### src/rtl/mem_wb_stage_if.sv
// Purpose: MEM->WB handshake and payload bundle between the MEM stage and the WB stage.
// Latency: none; wires only.
// Backpressure: in_ready flows from WB back to MEM; MEM advances only while it is high.
interface mem_wb_stage_if #(
    parameter int PC_W = 32
);
    logic            in_valid;
    logic            in_ready;
    logic [PC_W-1:0] in_pc;
    logic            in_wb_en;
    logic [4:0]      in_rd;
    logic [31:0]     in_alu_result;
    logic            in_is_load;
    logic [2:0]      in_load_type;
    logic [31:0]     in_mem_rdata;

    // MEM stage side
    modport master (
        output in_valid, in_pc, in_wb_en, in_rd, in_alu_result,
               in_is_load, in_load_type, in_mem_rdata,
        input  in_ready
    );

    // WB stage side
    modport slave (
        input  in_valid, in_pc, in_wb_en, in_rd, in_alu_result,
               in_is_load, in_load_type, in_mem_rdata,
        output in_ready
    );
endinterface

### src/rtl/mem_wb_stage.sv
// Purpose: MEM->WB pipeline register, load-data formatter, regfile write / WB forwarding / retire drivers.
// Latency: 1 cycle MEM->WB; every output except in_ready comes straight from registered state.
// Backpressure: in_ready = !stall; a stalled entry holds and keeps forwarding but writes and retires once.
module mem_wb_stage #(
    parameter int PC_W  = 32,
    parameter int CNT_W = 32
) (
    input  logic             clk,
    input  logic             rst,
    input  logic             stall,
    input  logic             flush,
    mem_wb_stage_if.slave    mem,
    output logic             rf_we,
    output logic [4:0]       rf_waddr,
    output logic [31:0]      rf_wdata,
    output logic             fwd_valid,
    output logic [4:0]       fwd_addr,
    output logic [31:0]      fwd_data,
    output logic             retire_valid,
    output logic [PC_W-1:0]  retire_pc,
    output logic [CNT_W-1:0] retire_count
);
    localparam logic [2:0] LT_LB  = 3'd0;
    localparam logic [2:0] LT_LBU = 3'd1;
    localparam logic [2:0] LT_LH  = 3'd2;
    localparam logic [2:0] LT_LHU = 3'd3;
    localparam logic [CNT_W-1:0] CNT_ONE = {{(CNT_W-1){1'b0}}, 1'b1};

    typedef struct packed {
        logic            wb_en;
        logic [4:0]      rd;
        logic [31:0]     data;
        logic [PC_W-1:0] pc;
    } wb_entry_t;

    logic             valid;
    logic             done;     // entry has already spent its first cycle in WB
    wb_entry_t        ent;
    logic [CNT_W-1:0] retire_cnt;

    logic [1:0]       ea;
    logic [7:0]       ld_byte;
    logic [15:0]      ld_half;
    logic [31:0]      fmt_data;
    logic             first;
    logic             writes_rd;

    // Writeback formatter: pick and extend the addressed byte/half of the little-endian word.
    always_comb begin
        ea       = mem.in_alu_result[1:0];
        ld_byte  = mem.in_mem_rdata[{ea, 3'b000} +: 8];
        ld_half  = ea[1] ? mem.in_mem_rdata[31:16] : mem.in_mem_rdata[15:0];
        fmt_data = mem.in_mem_rdata;
        if (!mem.in_is_load) begin
            fmt_data = mem.in_alu_result;
        end else begin
            case (mem.in_load_type)
                LT_LB:   fmt_data = {{24{ld_byte[7]}}, ld_byte};
                LT_LBU:  fmt_data = {24'h000000, ld_byte};
                LT_LH:   fmt_data = {{16{ld_half[15]}}, ld_half};
                LT_LHU:  fmt_data = {16'h0000, ld_half};
                default: fmt_data = mem.in_mem_rdata;
            endcase
        end
    end

    // Stage register: flush beats stall beats load; retire counter steps on every retirement.
    always_ff @(posedge clk or negedge rst) begin
        if (!rst) begin
            valid      <= 1'b0;
            done       <= 1'b0;
            ent        <= '0;
            retire_cnt <= '0;
        end else begin
            if (retire_valid) begin
                retire_cnt <= retire_cnt + CNT_ONE;
            end
            if (flush) begin
                valid <= 1'b0;
                done  <= 1'b0;
            end else if (stall) begin
                done  <= valid;
            end else begin
                valid     <= mem.in_valid;
                done      <= 1'b0;
                ent.wb_en <= mem.in_wb_en;
                ent.rd    <= mem.in_rd;
                ent.pc    <= mem.in_pc;
                ent.data  <= fmt_data;
            end
        end
    end

    // Register-file writes and retirement happen only in the entry's first WB cycle;
    // forwarding stays up for as long as the entry is held. $0 is never written or forwarded.
    assign first        = valid & ~done;
    assign writes_rd    = ent.wb_en & (ent.rd != 5'd0);

    assign rf_we        = first & writes_rd;
    assign rf_waddr     = ent.rd;
    assign rf_wdata     = ent.data;

    assign fwd_valid    = valid & writes_rd;
    assign fwd_addr     = ent.rd;
    assign fwd_data     = ent.data;

    assign retire_valid = first;
    assign retire_pc    = ent.pc;
    assign retire_count = retire_cnt;

    // Ready is held low during reset so every output reads 0 while rst is asserted.
    assign mem.in_ready = rst & ~stall;
endmodule

### src/flat_wrapper.sv
// flat-port wrapper written by rule: the top's interface ports become plain ports
module mem_wb_stage_flat 
#(
    parameter int PC_W  = 32,
    parameter int CNT_W = 32
)
  (clk, rst, stall, flush, rf_we, rf_waddr, rf_wdata, fwd_valid, fwd_addr, fwd_data, retire_valid, retire_pc, retire_count, mem_in_valid, mem_in_pc, mem_in_wb_en, mem_in_rd, mem_in_alu_result, mem_in_is_load, mem_in_load_type, mem_in_mem_rdata, mem_in_ready);
  mem_wb_stage_if #(.PC_W(PC_W)) mem_i ();
  input  logic clk;
  input  logic rst;
  input  logic stall;
  input  logic flush;
  output logic rf_we;
  output logic [4:0] rf_waddr;
  output logic [31:0] rf_wdata;
  output logic fwd_valid;
  output logic [4:0] fwd_addr;
  output logic [31:0] fwd_data;
  output logic retire_valid;
  output logic [PC_W-1:0] retire_pc;
  output logic [CNT_W-1:0] retire_count;
  input wire logic [$bits(mem_i.in_valid)-1:0] mem_in_valid;
  input wire logic [$bits(mem_i.in_pc)-1:0] mem_in_pc;
  input wire logic [$bits(mem_i.in_wb_en)-1:0] mem_in_wb_en;
  input wire logic [$bits(mem_i.in_rd)-1:0] mem_in_rd;
  input wire logic [$bits(mem_i.in_alu_result)-1:0] mem_in_alu_result;
  input wire logic [$bits(mem_i.in_is_load)-1:0] mem_in_is_load;
  input wire logic [$bits(mem_i.in_load_type)-1:0] mem_in_load_type;
  input wire logic [$bits(mem_i.in_mem_rdata)-1:0] mem_in_mem_rdata;
  output wire logic [$bits(mem_i.in_ready)-1:0] mem_in_ready;
  assign mem_i.in_valid = mem_in_valid;
  assign mem_i.in_pc = mem_in_pc;
  assign mem_i.in_wb_en = mem_in_wb_en;
  assign mem_i.in_rd = mem_in_rd;
  assign mem_i.in_alu_result = mem_in_alu_result;
  assign mem_i.in_is_load = mem_in_is_load;
  assign mem_i.in_load_type = mem_in_load_type;
  assign mem_i.in_mem_rdata = mem_in_mem_rdata;
  assign mem_in_ready = mem_i.in_ready;
  mem_wb_stage #(.PC_W(PC_W), .CNT_W(CNT_W)) u_core (.clk(clk), .rst(rst), .stall(stall), .flush(flush), .mem(mem_i), .rf_we(rf_we), .rf_waddr(rf_waddr), .rf_wdata(rf_wdata), .fwd_valid(fwd_valid), .fwd_addr(fwd_addr), .fwd_data(fwd_data), .retire_valid(retire_valid), .retire_pc(retire_pc), .retire_count(retire_count));
endmodule
### config.mk
export PLATFORM = sky130hd
export DESIGN_NAME = mem_wb_stage_flat
export DESIGN_NICKNAME = d
export VERILOG_FILES = /design/src/rtl/mem_wb_stage_if.sv /design/src/rtl/mem_wb_stage.sv /design/src/flat_wrapper.sv
export SDC_FILE = /design/constraint.sdc
export NUM_CORES = 1
export LEC_CHECK = 0
export ABC_CLOCK_PERIOD_IN_PS = 1560
export BUFFER_PORTS_ARGS = -buffer_cell sky130_fd_sc_hd__buf_2
export CORE_MARGIN = 3
export CORE_UTILIZATION = 44
export DETAILED_ROUTE_END_ITERATION = 6
export GPL_TIMING_DRIVEN = 0
export PLACE_DENSITY = 0.9
export SLEW_MARGIN = 15
export SYNTH_ARGS = -nofsm -noshare
export SYNTH_HDL_FRONTEND = slang
export SYNTH_SLANG_ARGS = --single-unit
### constraint.sdc
create_clock -name clk -period 1.56 [get_ports clk]
set_input_delay 0.312 -clock clk [delete_from_list [all_inputs] [get_ports clk]]
set_output_delay 0.312 -clock clk [all_outputs]
set_load 0.03 [all_outputs]
== Word-level counts from Yosys, hierarchy flattened ==
Index checks and enable logic that the tools add are counted.
Widths: inputs -> output; s select.

* Bits in registers: 104
* Latch bits: 0
* Memory bits (writable): 0
* ROM bits: 0
* Bits of input ports: 111
* Output and inout bits: 142
* Word-level logic and storage cells: 31
* Memories kept: 0

* Add/subtract/negate cells: 1
* $mul: 0
* Div/mod/pow operators: 0
* Order comparisons: 0
* Eq/ne operators: 4
* Shifts and indexed selects: 1
* Multiplexer cells: 7
* Bitwise gates (word level): 8
* Reductions and logical operators: 3

{| class="wikitable"
|+ Operators by type and width
! operator !! number
|-
| $pmux 32 s4 || 1
|-
| $add 32x1->32 const B || 1
|-
| $mux 32 || 1
|-
| $shiftx 32x6->8 || 1
|-
| $mux 16 || 1
|-
| $eq 3x2->1 const B || 2
|-
| $and 1x1->1 || 5
|-
| $reduce_bool 5->1 || 1
|-
| $mux 1 || 4
|-
| $eq 3x1->1 const B || 1
|-
| $logic_not 3->1 || 1
|-
| $not 1->1 || 3
|-
| $ne 2x1->1 const B || 1
|-
| $reduce_and 2->1 || 1
|}

== Logic depth before layout (Yosys ltp) ==
Gate-level depths: netlist of run 1.

* Word-level depth: 3
* Depth in mapped cells: 6
* Gate-level depth less buffers: 5

== Least setup slack after synthesis of run 1 ==
No wires, ideal clock.

* Path kind: reg2out
* From: register u_core.ent, in the netlist u_core.fwd_addr[1]
* To: output rf_we
* Arrival: 1427 ps
* Required time: 1248 ps
* Path slack: -179 ps
* Cell stages (with the launch flop): 4
* Path buffers: 0
* Cell sequence: dfrtp_1 -> or3_1 -> o311a_1 -> nor2b_1

* Cells in the longest elaborated chain, start to end: 3

{| class="wikitable"
|+ Ends and longest elaborated chain
! element !! RTL line !! RTL
|-
| start: declaration || mem_wb_stage.sv:38 || <nowiki>wb_entry_t ent;</nowiki>
|-
| $reduce_bool 5->1 || mem_wb_stage.sv:97 || <nowiki>assign writes_rd = ent.wb_en & (ent.rd != 5'd0);</nowiki>
|-
| $and 1x1->1 || mem_wb_stage.sv:97 ||
|-
| $and 1x1->1 || mem_wb_stage.sv:99 || <nowiki>assign rf_we = first & writes_rd;</nowiki>
|-
| end: declaration || flat_wrapper.sv:13 || <nowiki>output logic rf_we;</nowiki>
|}

No other way between the ends.

== Worst setup path after layout of run 1 ==
* From: register u_core.ent, in the netlist u_core.fwd_addr[0]
* To: output rf_we

The elaborated chain is that of the path after synthesis.

==> impl_summary.log, run 1 <==
[metrics] pin count of the biggest net entering global routing: 39
[metrics] worst-path cell chain: or3_4 > o311a_4 > nor2b_4 > buf_6
[metrics] TritonCTS clock tree: yes
[metrics] critical path startpoint: u_core.fwd_addr[0]$_DFFE_PN0P_
[metrics] number of diodes added for antenna fixing: 0
[metrics] Iter 0 DRT Violations: between 200 and 300
[metrics] global-route wire length before repair: ~26 mm
[metrics] number of global-route vias before repair: a little over 5k
[metrics] Worst Path Buf+Inv: 1
[metrics] synthesized net count: around 660
[metrics] clock network latency to the later pin of the worst-skew pair: 0.35 ns
[metrics] upper clock frequency limit: 496 MHz
[metrics] final-report max-slew violation count: 0
[metrics] total congestion overflow: 0
[metrics] stage delay of the slowest cell on the critical path: between 0.3 and 0.4 ns
[metrics] max-cap viol count: 0
[metrics] Syn-to-layout area delta: 37.6%
[metrics] WP depth: 4
[metrics] Worst R2R Start: u_core.valid$_DFFE_PN0P_
[metrics] Final Hold Vio Count: 0
[metrics] worst slew pin tran: about 0.65 ns
[metrics] Worst Setup Path Type: flip-flop to output pin
[metrics] warnings from Yosys: 0
[metrics] Final nets: 946
[metrics] remaining routing DRC violations: 0
[metrics] Setup Viol. Count Final: 2
[metrics] clk_skew: slightly above 0.01 ns
[metrics] Sink Count: about 100
[metrics] GRT Util Overall: between 20 and 25%
[metrics] I/O pin count: 253
[metrics] post-layout instance area: 7980 µm²
[metrics] maximum clock insertion buffer count: 2
[metrics] Cells after Synth: approximately 550
[metrics] initial antenna violation count: 0
[metrics] starting density of the core: 45.4%
[metrics] clock transition at the registers of the reported paths: approximately 0.070 ns
[metrics] minimum clock period: roughly 2 ns
[metrics] CP endpoint kind: output pin
[metrics] area of the core: 12800 µm²
[metrics] slack of the worst reg-to-reg path: approximately 0.030 ns
[metrics] Crit path max-delay family: simple AND/OR/NAND/NOR gates
[metrics] Critical-path top delay cell: sky130_fd_sc_hd__dfrtp_1
[metrics] worst-path fanout max: 2
[metrics] Detailed Route WL: between 15 and 20 mm
[metrics] violated checks: negative setup slack
[metrics] die boundary width: ~120 µm
[metrics] number of CTS-inserted buffers: 9
[metrics] num rows: around 40
[metrics] fraction of layout cells with a size suffix above 1: between 50% and 60%
[metrics] critical path arrival: 1.70 ns
[metrics] result of the run: finished with violations
[metrics] total die area: between 10000 and 15000 µm²
[metrics] CTS H-Tree Depth: 3
[metrics] reg2reg path depth: 6
[metrics] TritonRoute pass-1 iters: 4
[metrics] critical register-to-register path endpoint: u_core.retire_count[13]$_DFFE_PN0P_
[metrics] Antenna Nets Post-Route: 0
[metrics] final critical-path share of the clock period: 129%
[metrics] total power per unit cell area: between 1000 and 1500 nW/µm²
[metrics] Req. time, crit path: about 1.3 ns
[metrics] placed cell areas: ~7300 µm²
[metrics] CTS Root Buffer Type: sky130_fd_sc_hd__clkbuf_16
[metrics] headroom to the max-slew limit: between 50% and 60%
[metrics] count of buffers inserted at the top-level ports: roughly 250
[metrics] routed vias/inst: 5.13
[metrics] leakage power: roughly 4.0 nW
[metrics] Max rail drop VDD: 725 µV
[metrics] Setup Total Neg Slack: -0.838 ns
[metrics] share of the yosys chip area belonging to registers: between 40% and 50%
[metrics] startpoint class of the critical path: flip-flop
[metrics] Vias: roughly 5.2k
[metrics] count of unique library cells instantiated by Yosys: a little over 40
[metrics] worst hold path class: input pin to asynchronous set/reset pin
[metrics] setup repair after global routing missed its margin: yes
[metrics] worst-case setup margin in the final layout: -0.457 ns
[metrics] last weighted congestion value of the routability-driven placer: around 0.92
[metrics] Mapped Avg Cell Area: 10.5 µm²
[metrics] flops & latches, synth: roughly 100
[metrics] routed wire length per instance: 17.3 µm
[metrics] netlist area before placement: approximately 5800 µm²
[metrics] HPWL Detailed: about 13 mm
[metrics] die boundary height: 121 µm
layout make-up:
| type | count | area, µm² |
|---|---|---|
| fillers | 1011 | 4800 |
| flip-flops and latches | 104 | 2620 |
| multi-input cells | 308 | 2280 |
| repair buffers | 273 | 1540 |
| plain buffers | 135 | 960 |
| clock buffers | 10 | 239 |
| well taps | 172 | 215 |
| clock inverters | 6 | 113 |
| inverters | 3 | 11.3 |
worst max path at each step:
stage                                     endpoint  slack, ns
floorplan                                    rf_we      -0.04
global placement                      mem_in_ready      -1.34
detailed placement  u_core.fwd_data[0]$_DFFE_PN0P_      -0.33
CTS                                          rf_we      -0.47
global route                                 rf_we      -0.50
finish                                       rf_we      -0.46
report_power, final:
group,switching [mW],internal (mW)
logic,1.84,1.42
clock network,1.04,1.62
registers,0.327,3.05
total,3.20,6.10
stage by stage:
step / util (%) / power [mW] / setup WS, ns / std cells / hold WS, ns
finish: 62.4 / 9.29 / -0.457 / 1011 / 0.0111
CTS: 61.7 / 9.26 / -0.465 / 1003 / 0.00684
floorplan: - / 5.58 / -0.0407 / 551 / 0.0164
detailed placement: 57.5 / 6.53 / -0.330 / 975 / 0.247
global route: 62.4 / 9.70 / -0.497 / 1011 / 0.0121
global placement: 57.2 / 6.44 / -1.34 / 974 / 0.458
worst register-to-register path: cells and delay by family, from the launching register on:
kind	cells	cell delay [ns]
buffers and inverters	2	0.29
flip-flops	1	0.42
AND/OR/NAND/NOR	3	0.52
XOR/XNOR	1	0.22
cells in the mapped netlist, drive strengths merged:
master,n,area (µm²)
a22oi,7,52.6
o22a,1,8.76
inv,3,11.3
ha,1,12.5
and2,6,37.5
dfrtp,104,2600
or2,1,6.26
a221oi,24,279
nor3,2,10.0
nand3b,1,7.51
xnor2,28,245
a31oi,6,37.5
o311a,2,20.0
nor2b,12,75.1
and4b,1,10.0
nor2,58,218
o221ai,5,43.8
or3,1,6.26
a22o,7,61.3
nand3,12,60.1
a21o,1,7.51
a21oi,3,18.8
nand2b,6,37.5
nand2,30,113
and4,4,35.0
and3,4,25.0
clkbuf,11,42.5
nand4,12,75.1
mux2,41,462
o221a,2,22.5
xor2,3,26.3
o21ai,9,45.0
buf,125,902
mux2i,18,180
timing repair:
item | in CTS | in global routing
endpoints found under the setup margin | 22 | 69
endpoints found under the hold margin | 38 | 0
resized for setup | 13 | 21
pin swaps | 3 | 2
setup buffers | 7 | 9
hold buffers | 3 | 0
cloned | 2 | 0
layer usage:
layer | global-route usage [%] | vias up | share of wire (%)
met1 | 26.3 | 2470 | 37
met5 | 0 | - | 0
met4 | 10.7 | 0 | 3.1
li1 | - | 2379 | -
met2 | 40.5 | 300 | 50
met3 | 5.85 | 38 | 9.1
state kept, by name (all words and copies together), names as in the netlist:
register             count
u_core.fwd_addr          5
u_core.done              1
u_core.fwd_data         32
u_core.retire_pc        32
u_core.ent               1
u_core.retire_count     32
u_core.valid             1
cell usage in the layout (no fill, tap or decap), types with 3 or more instances in the layout:
cell type	netlist	routed
sky130_fd_sc_hd__buf_4	106	123
sky130_fd_sc_hd__a221oi_2	11	11
sky130_fd_sc_hd__a22oi_1	7	7
sky130_fd_sc_hd__and3_1	4	3
sky130_fd_sc_hd__buf_6	3	9
sky130_fd_sc_hd__dfrtp_1	104	91
sky130_fd_sc_hd__xnor2_1	28	28
sky130_fd_sc_hd__mux2i_1	18	18
sky130_fd_sc_hd__a21oi_2	1	3
sky130_fd_sc_hd__nand2_1	30	30
sky130_fd_sc_hd__buf_2	10	252
sky130_fd_sc_hd__xor2_1	3	3
sky130_fd_sc_hd__nand4_1	12	12
sky130_fd_sc_hd__buf_12	0	3
sky130_fd_sc_hd__o221ai_1	5	5
sky130_fd_sc_hd__nor2b_1	12	11
sky130_fd_sc_hd__clkbuf_2	1	5
sky130_fd_sc_hd__nand3_1	12	12
sky130_fd_sc_hd__o21ai_0	9	9
sky130_fd_sc_hd__and4_4	0	3
sky130_fd_sc_hd__and2_1	5	5
sky130_fd_sc_hd__a31oi_1	6	6
sky130_fd_sc_hd__bufinv_16	0	3
sky130_fd_sc_hd__clkbuf_1	10	7
sky130_fd_sc_hd__inv_1	3	3
sky130_fd_sc_hd__buf_1	6	4
sky130_fd_sc_hd__a221oi_1	13	13
sky130_fd_sc_hd__nand2b_1	6	6
sky130_fd_sc_hd__dfrtp_2	0	13
sky130_fd_sc_hd__mux2_2	41	41
sky130_fd_sc_hd__clkbuf_16	0	9
sky130_fd_sc_hd__nor2_1	58	58
sky130_fd_sc_hd__a22o_1	7	7
logic make-up after synthesis:
| logic type | after synthesis | share of synthesized area (%) |
|---|---|---|
| compound gates | 67 | 10.3 |
| fa+ha+maj | 1 | 0.216 |
| simple gates | 150 | 12.3 |
| xor+xnor | 31 | 4.68 |
| mux | 59 | 11.1 |
| buf+inv | 139 | 16.5 |
| flops | 104 | 44.9 |
No activity file was read; power rests on OpenSTA's default activity.
==> inputs of run 2 (changes only) <==
--- a/config.mk
+++ b/config.mk
@@ -11,7 +11,9 @@
 export CORE_UTILIZATION = 44
 export DETAILED_ROUTE_END_ITERATION = 6
 export GPL_TIMING_DRIVEN = 0
+export MAX_ROUTING_LAYER = met4
 export PLACE_DENSITY = 0.9
+export SKIP_CTS_REPAIR_TIMING = 1
 export SLEW_MARGIN = 15
 export SYNTH_ARGS = -nofsm -noshare
 export SYNTH_HDL_FRONTEND = slang
==> impl_summary.log, run 2 (synthesis gave the netlist of run 1 again) <==
[metrics] result of the run: finished with violations
[metrics] violated checks: negative setup slack
[metrics] die boundary width: roughly 120 µm
[metrics] placed cell areas: around 7300 µm²
[metrics] worst-case setup margin in the final layout: -0.440 ns
[metrics] launch point of the worst hold path: mem_in_valid
[metrics] final critical-path share of the clock period: 128%
[metrics] area of the core: between 10000 and 15000 µm²
[metrics] routed vias/inst: 5.14
[metrics] commonest cells after routing, fill and taps aside: sky130_fd_sc_hd__buf_2 (254), sky130_fd_sc_hd__buf_4 (115), sky130_fd_sc_hd__dfrtp_1 (90)
[metrics] worst hold path class: input pin to flip-flop
[metrics] critical register-to-register path endpoint: u_core.retire_count[28]$_DFFE_PN0P_
[metrics] num rows: 41
[metrics] part of the total power dissipated in combinational logic: between 30% and 40%
[metrics] I/O pin count: approximately 250
[metrics] clk_skew: around 0.0078 ns
[metrics] stage delay of the slowest cell on the critical path: approximately 0.40 ns
[metrics] most common library cell in the layout ignoring fill and taps: sky130_fd_sc_hd__buf_2
[metrics] clock network latency to the later pin of the worst-skew pair: 0.34 ns
[metrics] maximum clock insertion buffer count: 2
[metrics] FILL cells: 996
[metrics] Power Total: 9.02 mW
[metrics] worst-path cell chain: or3_4 > o311a_4 > nor2b_4 > buf_6
[metrics] share of total power in the clock network: a little over a quarter
[metrics] Top Layer Used: met4
[metrics] total power per unit cell area: between 1000 and 1500 nW/µm²
[metrics] CTS H-Tree Depth: 3
[metrics] number of diodes added for antenna fixing: 0
[metrics] Max rail drop VDD: roughly 740 µV
[metrics] global-route wire length before repair: about 25 mm
[metrics] Worst R2R Start: u_core.retire_count[0]$_DFFE_PN0P_
[metrics] multi-input combinational cell area: approximately 2300 µm²
[metrics] post-layout instance area: about 8000 µm²
[metrics] setup repair after global routing missed its margin: yes
[metrics] critical path arrival: approximately 1.7 ns
[metrics] Worst Setup Path Type: flip-flop to output pin
[metrics] leakage power: 3.99 nW
[metrics] reg2reg path depth: 6
[metrics] Detailed Route WL: 17.5 mm
[metrics] HPWL Detailed: 13.1 mm
[metrics] clock transition at the registers of the reported paths: around 0.07 ns
[metrics] slack of the worst reg-to-reg path: 0.02 ns
[metrics] fraction of layout cells with a size suffix above 1: between 50% and 60%
[metrics] headroom to the max-slew limit: 40.4%
[metrics] Final nets: around 940
[metrics] GRT Util Overall: 22.9%
[metrics] number of global-route vias before repair: just under 5k
[metrics] Critical-path top delay cell: sky130_fd_sc_hd__dfrtp_1
[metrics] initial antenna violation count: 0
[metrics] startpoint class of the critical path: flip-flop
[metrics] number of standard cells in the final layout excluding fillers: between 1k and 1.5k
[metrics] count of buffers inserted at the top-level ports: 251
[metrics] Vias: 5179
[metrics] starting density of the core: a little under half
[metrics] die boundary height: 121 µm
[metrics] Iter 0 DRT Violations: around 290
[metrics] final core utilization: 62.3%
[metrics] pre-CTS setup slack: -0.387 ns
[metrics] Net Sw Frac: 35.2%
[metrics] remaining routing DRC violations: 0
[metrics] max-cap viol count: 0
[metrics] Antenna Nets Post-Route: 0
[metrics] hold path cells: 2
[metrics] storage element area: 2620 µm²
[metrics] TritonCTS clock tree: yes
[metrics] worst slew pin tran: slightly below 0.9 ns
[metrics] switching power: approximately 3.2 mW
[metrics] WHS Endpoint: u_core.valid$_DFFE_PN0P_
[metrics] routed wire length per instance: 17.4 µm
[metrics] number of CTS-inserted buffers: 9
[metrics] CTS Root Buffer Type: sky130_fd_sc_hd__clkbuf_16
[metrics] TritonRoute pass-1 iters: 5
[metrics] number of placed cells counting well taps: a little under 1k
[metrics] proportion of power drawn by flip-flops and latches: a little under two fifths
[metrics] Syn-to-layout area delta: 37.3%
[metrics] worst-path fanout max: 3
[metrics] Sink Count: 104
[metrics] CP endpoint kind: output pin
[metrics] final-report max-slew violation count: 0
[metrics] last weighted congestion value of the routability-driven placer: roughly 0.93
[metrics] routed length on met2: just under 9 mm
[metrics] total die area: between 10000 and 15000 µm²
[metrics] upper clock frequency limit: 500 MHz
[metrics] Final Hold Vio Count: 0
[metrics] internal power contribution: between 5 and 6 mW
[metrics] Setup Viol. Count Final: 2
[metrics] Req. time, crit path: ~1.3 ns
[metrics] met3 wirelength from detailed routing: 1.50 mm
[metrics] detailed-route wire length on metal 1: 6.63 mm
[metrics] pin count of the biggest net entering global routing: ~70
[metrics] total congestion overflow: 0
[metrics] minimum clock period: 2.00 ns
run 2: routing by layer:
metal,global-route usage (%),up-vias
met5,-,-
met4,8.57,0
met3,5.61,32
li1,-,2373
met2,39.1,284
met1,26.2,2490
run 2: metrics by stage:
step | TNS [ns] | hold slack [ns]
floorplan | -0.0749 | 0.0164
global placement | -125.23 | 0.457
detailed placement | -20.06 | 0.243
CTS | -3.35 | -0.127
global route | -1.14 | 0.173
finish | -0.805 | 0.167
run 2: cell type report:
class | instances | share of cell area [%]
sequential | 104 | 32.9
multi-input combinational | 308 | 29.0
timing repair buffer | 268 | 18.9
buffer | 136 | 12.3
clock buffer | 10 | 2.88
tap | 172 | 2.70
clock inverter | 6 | 1.13
inverter | 3 | 0.141
run 2: worst max-delay path by stage:
stage / start / end / slack, ns
5_1_grt: u_core.fwd_addr[1]$_DFFE_PN0P_ / rf_we / -0.48
4_1_cts: u_core.fwd_addr[1]$_DFFE_PN0P_ / rf_we / -0.54
6_report: u_core.fwd_addr[1]$_DFFE_PN0P_ / rf_we / -0.44
3_5_place_dp: flush / u_core.fwd_data[7]$_DFFE_PN0P_ / -0.39
3_3_place_gp: rst / mem_in_ready / -1.36
2_1_floorplan: u_core.fwd_addr[1]$_DFFE_PN0P_ / rf_we / -0.04
run 2: critical path: cells and delay by family (launching register included):
family / cells / cell delay, ns
buf+inv: 1 / 0.13
compound gates: 1 / 0.32
simple gates: 2 / 0.50
flops: 1 / 0.40
run 2: power by group through the flow:
stage          registers [mW]  logic (mW)  clock network [mW]
2_1_floorplan            3.44        2.14                   0
3_3_place_gp             3.40        3.05                   0
3_5_place_dp             3.42        3.11                   0
4_1_cts                  3.38        3.11                2.47
5_1_grt                  3.43        3.40                2.60
6_report                 3.38        3.20                2.44
==> inputs of run 3 (changes only) <==
--- a/config.mk
+++ b/config.mk
@@ -13,6 +13,7 @@
 export GPL_TIMING_DRIVEN = 0
 export MAX_ROUTING_LAYER = met4
 export PLACE_DENSITY = 0.9
+export SETUP_SLACK_MARGIN = 0.4
 export SKIP_CTS_REPAIR_TIMING = 1
 export SLEW_MARGIN = 15
 export SYNTH_ARGS = -nofsm -noshare
==> impl_summary.log, run 3 (synthesis gave the netlist of run 1 again) <==
[metrics] max-cap viol count: 0
[metrics] headroom to the max-slew limit: 61.1%
[metrics] result of the run: finished with violations
[metrics] GRT Util Overall: between 20% and 30%
[metrics] startpoint class of the critical path: input pin
[metrics] slack of the worst reg-to-reg path: -0.24 ns
[metrics] setup repair after global routing missed its margin: yes
[metrics] last weighted congestion value of the routability-driven placer: 0.890
[metrics] routed vias/inst: 5.52
[metrics] Worst Setup Path Type: input pin to output pin
[metrics] total congestion overflow: 0
[metrics] CP endpoint kind: output pin
[metrics] initial antenna violation count: 1
[metrics] worst-path fanout max: 6
[metrics] WHS Endpoint: u_core.retire_pc[24]$_DFFE_PN0P_
[metrics] most common library cell in the layout ignoring fill and taps: sky130_fd_sc_hd__buf_6
[metrics] worst hold path class: input pin to flip-flop
[metrics] storage element area: ~2600 µm²
[metrics] leakage power: a little under 5 nW
[metrics] number of CTS-inserted buffers: 9
[metrics] routed length on met2: roughly 13 mm
[metrics] Setup Viol. Count Final: 26
[metrics] CTS H-Tree Depth: 3
[metrics] placed cell areas: between 7000 and 8000 µm²
[metrics] share of total power in the clock network: 22.4%
[metrics] pin count of the biggest net entering global routing: 56
[metrics] num rows: just over 40
[metrics] violated checks: negative setup slack
[metrics] switching power: 3.75 mW
[metrics] met3 wirelength from detailed routing: ~2.1 mm
[metrics] Syn-to-layout area delta: 76.5%
[metrics] count of buffers inserted at the top-level ports: 251
[metrics] global-route wire length before repair: around 25 mm
[metrics] starting density of the core: between 40% and 50%
[metrics] critical register-to-register path endpoint: u_core.retire_count[31]$_DFFE_PN0P_
[metrics] Req. time, crit path: 1.25 ns
[metrics] Net Sw Frac: 35.3%
[metrics] final critical-path share of the clock period: 131%
[metrics] I/O pin count: approximately 250
[metrics] commonest cells after routing, fill and taps aside: sky130_fd_sc_hd__buf_6 (250), sky130_fd_sc_hd__buf_2 (112), sky130_fd_sc_hd__dfrtp_1 (78)
[metrics] number of global-route vias before repair: 4849
[metrics] clock network latency to the later pin of the worst-skew pair: roughly 0.34 ns
[metrics] post-layout instance area: a little over 10000 µm²
[metrics] Final Hold Vio Count: 0
[metrics] worst-case setup margin in the final layout: -0.483 ns
[metrics] routed wire length per instance: about 23 µm
[metrics] final core utilization: 80.1%
[metrics] total power per unit cell area: slightly above 1000 nW/µm²
[metrics] maximum clock insertion buffer count: 2
[metrics] HPWL Detailed: 12.9 mm
[metrics] TritonRoute pass-1 iters: 5
[metrics] multi-input combinational cell area: about 2700 µm²
[metrics] Max rail drop VDD: around 790 µV
[metrics] FILL cells: 637
[metrics] critical path arrival: ~1.7 ns
[metrics] Final nets: between 1k and 1.5k
[metrics] area of the core: approximately 13000 µm²
[metrics] fraction of layout cells with a size suffix above 1: about two thirds
[metrics] part of the total power dissipated in combinational logic: roughly 44%
[metrics] launch point of the worst hold path: mem_in_pc[24]
[metrics] upper clock frequency limit: a little under 500 MHz
[metrics] Sink Count: approximately 100
[metrics] total die area: 14600 µm²
[metrics] die boundary width: about 120 µm
[metrics] TritonCTS clock tree: yes
[metrics] die boundary height: between 100 and 150 µm
[metrics] hold path cells: 2
[metrics] clk_skew: 0.00820 ns
[metrics] Antenna Nets Post-Route: 0
[metrics] final-report max-slew violation count: 0
[metrics] clock transition at the registers of the reported paths: approximately 0.080 ns
[metrics] Worst R2R Start: u_core.valid$_DFFE_PN0P_
[metrics] worst slew pin tran: 0.583 ns
[metrics] Top Layer Used: met4
[metrics] proportion of power drawn by flip-flops and latches: ~33%
[metrics] Detailed Route WL: approximately 25 mm
[metrics] reg2reg path depth: 6
[metrics] remaining routing DRC violations: 0
[metrics] Setup Total Neg Slack: -4.05 ns
[metrics] CTS Root Buffer Type: sky130_fd_sc_hd__clkbuf_16
[metrics] Iter 0 DRT Violations: between 500 and 600
[metrics] Vias: between 5k and 6k
[metrics] minimum clock period: approximately 2.0 ns
[metrics] internal power contribution: just under 7 mW
[metrics] detailed-route wire length on metal 1: 9.38 mm
[run 3: changes by cell type in the layout (fill, tap and decap cells not counted), sizes merged]
cell and delta:
bufinv -1, clkbuf +7, inv -2, buf +54
diode +1, dlygate4sd3 -1, clkinvlp +2
[run 3: power by group through the flow]
stage	Sequential (mW)	Clock, mW	Combinational (mW)
floorplan	3.45	0	2.18
global placement	3.40	0	3.07
detailed placement	3.42	0	3.13
CTS	3.37	2.37	3.14
global route	3.55	2.49	4.89
finish	3.53	2.38	4.71
[run 3: final cells by class]
| class | instances | share of cell area, % |
|---|---|---|
| timing repair buffer | 327 | 28.8 |
| multi-input combinational | 308 | 25.9 |
| sequential | 104 | 25.8 |
| buffer | 136 | 14.1 |
| clock buffer | 11 | 2.37 |
| tap | 172 | 2.10 |
| clock inverter | 5 | 0.636 |
| inverter | 3 | 0.232 |
| antenna | 1 | 0.0245 |
[run 3: metal layers]
| layer | vias up | global-route usage, % |
|---|---|---|
| met5 | - | - |
| met4 | 0 | 7.65 |
| met3 | 62 | 3.98 |
| met2 | 399 | 38.6 |
| met1 | 2934 | 28.1 |
| li1 | 2499 | - |
[run 3: worst max-delay path by stage]
stage / start / endpoint / depth (start not counted)
5_1_grt: u_core.fwd_addr[1]$_DFFE_PN0P_ / rf_we / 4
2_1_floorplan: u_core.fwd_addr[1]$_DFFE_PN0P_ / rf_we / 3
3_3_place_gp: rst / mem_in_ready / 3
4_1_cts: u_core.fwd_addr[0]$_DFFE_PN0P_ / rf_we / 4
3_5_place_dp: mem_in_load_type[1] / u_core.fwd_data[21]$_DFFE_PN0P_ / 6
6_report: rst / mem_in_ready / 5
[run 3: per-stage QoR]
| step | cells | power [mW] | worst slack (ns) | hold slack [ns] |
|---|---|---|---|---|
| floorplan | 551 | 5.63 | -0.0407 | 0.0164 |
| global placement | 974 | 6.47 | -1.29 | 0.451 |
| detailed placement | 975 | 6.55 | -0.371 | 0.296 |
| CTS | 991 | 8.89 | -0.544 | -0.0822 |
| global route | 1067 | 10.9 | -0.482 | 0.200 |
| finish | 1067 | 10.6 | -0.483 | 0.201 |
[run 3: critical path, cell delays in order]
cell	delay (ns)
sky130_fd_sc_hd__dlygate4sd3_1	0.83
sky130_fd_sc_hd__buf_16	0.17
sky130_fd_sc_hd__buf_16	0.12
sky130_fd_sc_hd__nor2b_4	0.13
sky130_fd_sc_hd__buf_4	0.17
